<file path="config.mk">
export PLATFORM = sky130hd
export DESIGN_NAME = fetch_queue
export DESIGN_NICKNAME = d
export VERILOG_FILES = /design/src/rtl/fetch_queue.sv
export SDC_FILE = /design/constraint.sdc
export NUM_CORES = 1
export LEC_CHECK = 0
export CAP_MARGIN = 20
export CORE_UTILIZATION = 57
export DETAILED_ROUTE_END_ITERATION = 8
export PLACE_DENSITY = 0.95
export SLEW_MARGIN = 20
export SYNTH_ARGS = -nofsm -noshare
export SYNTH_HDL_FRONTEND = slang
export SYNTH_SLANG_ARGS = --single-unit
</file>
<file path="constraint.sdc">
create_clock -name clk -period 15.96 [get_ports clk]
set_input_delay 3.192 -clock clk [delete_from_list [all_inputs] [get_ports clk]]
set_output_delay 3.192 -clock clk [all_outputs]
set_load 0.02 [all_outputs]
</file>
<file path="src/rtl/fetch_queue.sv">
// -----------------------------------------------------------------------------
// fetch_queue
//   Two-wide in / two-wide out circular instruction queue between fetch and
//   decode. Entries leave in strict program order; slot 0 is always the older
//   entry on both sides.
//
// Parameters
//   DEPTH        number of entries (power of two, >= 4)
//
// Ports
//   clk          rising-edge clock
//   reset        asynchronous, active-low reset
//   in_valid     [1:0]  fetch slot valid (slot 1 only counts if slot 0 is valid)
//   in_pc        [1:0][31:0]  slot PC
//   in_instr     [1:0][31:0]  slot instruction word
//   can_proceed  [1:0]  space grant to fetch (registered count only)
//   flush        branch redirect: drop all contents, block enqueue this cycle
//   out_valid    [1:0]  entry presented to decode
//   out_pc       [1:0][31:0]  presented PC (don't-care while out_valid is 0)
//   out_instr    [1:0][31:0]  presented instruction word
//   out_ready    [1:0]  decode accepts slot (slot 1 only counts if slot 0 taken)
//
// Handshake: a slot transfers on a cycle where its valid and its grant
// (can_proceed / out_ready) are both high; slot 1 transfers only in a cycle
// where slot 0 transfers too, so transfers are always a prefix {0} or {0,1}.
//
// Configuration
//   FETCH_QUEUE_BYPASS_EN  when defined, an empty queue forwards accepted
//   fetch slots straight to the outputs in the same cycle; slots decode does
//   not take are written into storage in order.
// -----------------------------------------------------------------------------
module fetch_queue #(
    parameter int DEPTH = 4
) (
    input  logic             clk,
    input  logic             reset,
    input  logic [1:0]       in_valid,
    input  logic [1:0][31:0] in_pc,
    input  logic [1:0][31:0] in_instr,
    output logic [1:0]       can_proceed,
    input  logic             flush,
    output logic [1:0]       out_valid,
    output logic [1:0][31:0] out_pc,
    output logic [1:0][31:0] out_instr,
    input  logic [1:0]       out_ready
);

    localparam int AW = $clog2(DEPTH);
    localparam int CW = AW + 1;

    logic [CW-1:0] count_q, count_d;
    logic [AW-1:0] head_q, head_d;
    logic [AW-1:0] tail_q, tail_d;

    // Storage is intentionally not reset; out_* data is only meaningful
    // alongside out_valid.
    logic [31:0] pc_mem_q    [DEPTH];
    logic [31:0] instr_mem_q [DEPTH];

    logic       a0, a1, d0, d1;
    logic [1:0] n_in, n_out, n_byp, n_deq, n_wr;
    logic       byp_mode;
    logic       we0, we1;
    logic [AW-1:0] waddr0, waddr1;
    logic [31:0]   wpc0, winstr0;

    // Grant depends on registered occupancy only, so fetch never sees a
    // combinational path from this cycle's inputs.
    assign can_proceed[0] = (count_q <= CW'(DEPTH - 1));
    assign can_proceed[1] = (count_q <= CW'(DEPTH - 2));

    always_comb begin
        // Acceptance; gated by reset so nothing leaks out while held in reset.
        a0 = in_valid[0] & can_proceed[0] & ~flush & reset;
        a1 = a0 & in_valid[1] & can_proceed[1];
        n_in = {1'b0, a0} + {1'b0, a1};

`ifdef FETCH_QUEUE_BYPASS_EN
        byp_mode = (count_q == '0) & ~flush;
`else
        byp_mode = 1'b0;
`endif

        out_valid    = 2'b00;
        out_pc[0]    = pc_mem_q[head_q];
        out_pc[1]    = pc_mem_q[head_q + AW'(1)];
        out_instr[0] = instr_mem_q[head_q];
        out_instr[1] = instr_mem_q[head_q + AW'(1)];

        if (byp_mode) begin
            out_valid = {a1, a0};
            out_pc    = in_pc;
            out_instr = in_instr;
        end else if (!flush) begin
            out_valid[0] = (count_q >= CW'(1));
            out_valid[1] = (count_q >= CW'(2));
        end

        d0    = out_valid[0] & out_ready[0];
        d1    = d0 & out_valid[1] & out_ready[1];
        n_out = {1'b0, d0} + {1'b0, d1};

        // In bypass mode the taken slots never touch storage, so they do not
        // move head; the remaining accepted slots are written behind them.
        n_byp = byp_mode ? n_out : 2'd0;
        n_deq = byp_mode ? 2'd0  : n_out;
        n_wr  = n_in - n_byp;

        we0     = (n_wr != 2'd0);
        we1     = (n_wr == 2'd2);
        waddr0  = tail_q;
        waddr1  = tail_q + AW'(1);
        // First written slot is the oldest accepted slot not already taken.
        wpc0    = (n_byp == 2'd1) ? in_pc[1]    : in_pc[0];
        winstr0 = (n_byp == 2'd1) ? in_instr[1] : in_instr[0];

        if (flush) begin
            count_d = '0;
            head_d  = '0;
            tail_d  = '0;
        end else begin
            count_d = count_q + CW'(n_wr) - CW'(n_deq);
            head_d  = head_q + AW'(n_deq);
            tail_d  = tail_q + AW'(n_wr);
        end
    end

    always_ff @(posedge clk or negedge reset) begin
        if (!reset) begin
            count_q <= '0;
            head_q  <= '0;
            tail_q  <= '0;
        end else begin
            count_q <= count_d;
            head_q  <= head_d;
            tail_q  <= tail_d;
        end
    end

    always_ff @(posedge clk) begin
        if (we0) begin
            pc_mem_q[waddr0]    <= wpc0;
            instr_mem_q[waddr0] <= winstr0;
        end
        if (we1) begin
            pc_mem_q[waddr1]    <= in_pc[1];
            instr_mem_q[waddr1] <= in_instr[1];
        end
    end

endmodule

</file>
==> run metrics <==
# resized after CTS 0; Hold Crit Class flop to flop; layout cell share with drive strength beyond 1 43.33%; Comb power frac 31.3%; IO buf count 266; worst setup path class input pin to output pin; synth warn 0; die width 161.6 um; starting density of the core 57.80%; cell breakdown of the critical path clkdlybuf4s50_1 -> nor2_1 -> clkdlybuf4s50_1; DRC viols 0; Final ANT Viol Nets 0; ys async rst share 2.662%; #FFs+latches synth 263; detailed placement HPWL 21340 um; Die Area 26100 um2; core area 25110 um2; top-area cell type share of the netlist area 52.97%; Synth area leaders edfxtp_1, mux4_2, mux2_2, buf_6, dfrtp_1; Worst EP arrival 4.64 ns; Switch Pwr 622.5 uW; critical path capture point type output pin; Nets 1153; area grow syn2layout 25.69%; Post-Syn Nets 899; total global-route track usage 26.38%; WP data required 12.77 ns; Pwr per Cell Area 119.7 nW/um2; Sw Ratio 28.50%; WHS 0.6587 ns; Clk pwr share 29.8%; CTS tree built; Max Transition Viols Final 0; Via Count 8632; Syn Area/Cell 19.25 um2; ANT cells 0; Startpoint Class input pin; fillers 1545; CTS Hold Buffers Added 0; Fin. Hold Viols 0; Chip Height 161.6 um; WL per Instance 25.18 um; Slowest-stage cell, CP clkdlybuf4s50_1; RSZ-0062 raised after global routing no; Vias per Instance 6.361; Post-Syn Area 14510 um2; Num CTS Buffers 28; Worst-Skew Late Latency 0.54 ns; vias in the first global route 9234; Crit path largest cell delay 0.64 ns; status completed; setup violators final 0; top_reg_cell synth edfxtp_1; Flop pwr share 38.9%; Reg clk slew, reported paths 0.06 ns; I/O pin count 267; cell family with most CP delay buffers and inverters; CTS root buf clkbuf_16; Lkg Pwr 0.005934 uW; TNS Setup 0 ns; Synth Instances 754; CP max FO 12; Max-cap violations 0; top achievable clock speed 0.1276 GHz; Crit path buffers/inverters 2; row count 58; grt total ovfl 0; Setup Skew 0.01712 ns; register area share after synthesis 54.17%; post-synthesis cell type count 30; Max clock buf depth 3; worst slew pin tran 0.9625 ns; Peak VDD IR 0.08534 mV; leading area contributor after synthesis edfxtp_1; most used cell, CP clkdlybuf4s50_1; largest net degree at the start of global routing 68; Slew headroom 35.83%; Routed WL 34170 um; RePlAce Congestion 0.8085; first-pass GRT wire length 52090 um; H-Tree Depth 1; TritonRoute pass-1 iters 5; DRT iter0 DRCs 646; final worst path period share 49.10%; initial antenna violation count 0; total setup buffers inserted after CTS 0; P_int 1562 uW; Post-synth EDFFs 256; clk sinks 263; min Tclk post-route 7.836 ns
state kept, by name, summed over array words and instances, names as in the netlist:
name and cells:
tail_q 2, instr_mem_q 128, head_q 2, pc_mem_q 128, count_q 3
cells in the mapped netlist (2+ instances only):
library cell,n
o31ai_1,2
nor2b_1,3
nand3_1,2
a211oi_1,2
buf_4,14
mux4_2,128
clkbuf_1,3
ha_1,8
dfrtp_1,7
buf_2,8
buf_6,25
buf_1,8
edfxtp_1,256
nor2_1,8
xnor3_1,2
inv_1,8
nor3_1,2
mux2_1,5
mux2_2,251
fa_1,2
power groups by stage:
stage	sequential, uW	combinational [uW]	clock [uW]
floorplan	833	410	0
global placement	858	674	0
finish	849	684	651
global route	854	717	684
CTS	849	688	660
detailed placement	862	683	0
path summary, 6_finish.rpt:
path / from / end / slack (ns) / cells past startpoint
max reg2reg: count_q[2]$_DFF_PN0_ / instr_mem_q[2][25]$_DFFE_PP_ / 12.49 / 7
min: count_q[0]$_DFF_PN0_ / count_q[0]$_DFF_PN0_ / 0.66 / 2
max: flush / out_valid[0] / 8.12 / 3
min reg2reg: count_q[0]$_DFF_PN0_ / count_q[0]$_DFF_PN0_ / 0.66 / 2
min in group asynchronous: reset / count_q[0]$_DFF_PN0_ / 2.93 / 1
max in group asynchronous: reset / head_q[0]$_DFF_PN0_ / 12.76 / 1
metrics by stage:
step                area (um2)  instances  util [%]  power [uW]  setup WS [ns]
floorplan                14510        754         -        1243          6.587
global placement         17320       1308     68.99        1532          8.185
detailed placement       17320       1308     68.99        1545          8.161
CTS                      18240       1357     72.64        2197          8.137
global route             18240       1357     72.65        2255          8.042
finish                   18240       1357     72.65        2184          8.124
logic make-up after synthesis:
group | share of synthesized area, %
compound gates | 0.2413
flops | 54.17
simple gates | 0.9569
buf+inv | 3.466
mux | 39.72
fa+ha+maj | 0.9656
xor+xnor | 0.4741
final cells by class:
type	instances	area (um2)	share of cell area, %
repair buffers	283	2794	15.32
well taps	330	412.9	2.263
flip-flops and latches	263	7870	43.14
clock buffers	35	748.2	4.102
inverters	8	30.03	0.1646
clock inverters	14	167.7	0.9191
multi-input cells	424	6220	34.09
tightest hold or removal path, stage by stage, from the launching register on:
cell     delay [ns]
dfrtp_1        0.37
ha_1           0.13
nor2b_1        0.11
routing by layer:
| layer | up-vias | track usage [%] | part of all wire (%) |
|---|---|---|---|
| met5 | - | 0 | 0 |
| met4 | 0 | 9.220 | 2.9 |
| met1 | 4444 | 33.04 | 37 |
| met3 | 63 | 3.903 | 7.3 |
| li1 | 3682 | - | - |
| met2 | 443 | 46.88 | 52 |
cells in the final DEF (no fill, tap or decap):
cell	n
a21oi_1	1
nand3_4	1
dfrtp_1	5
nor3b_4	1
nor3_1	2
buf_6	1
edfxtp_1	256
and4bb_2	1
fa_1	2
mux2_1	5
nor3b_1	1
clkinv_1	4
bufinv_16	4
nand3b_4	1
clkbuf_16	29
dfrtp_4	2
mux4_2	128
ha_1	8
nand3b_1	1
inv_1	8
nor2b_1	3
a211oi_4	2
nand2_1	1
nor2_1	8
and3_1	1
xnor3_1	2
o31ai_4	2
nand3_1	1
clkbuf_1	6
clkinvlp_4	1
clkinv_2	5
xor3_1	1
buf_4	16
mux2_2	251
clkdlybuf4s50_1	266
No activity file was read; power rests on OpenSTA's default activity.
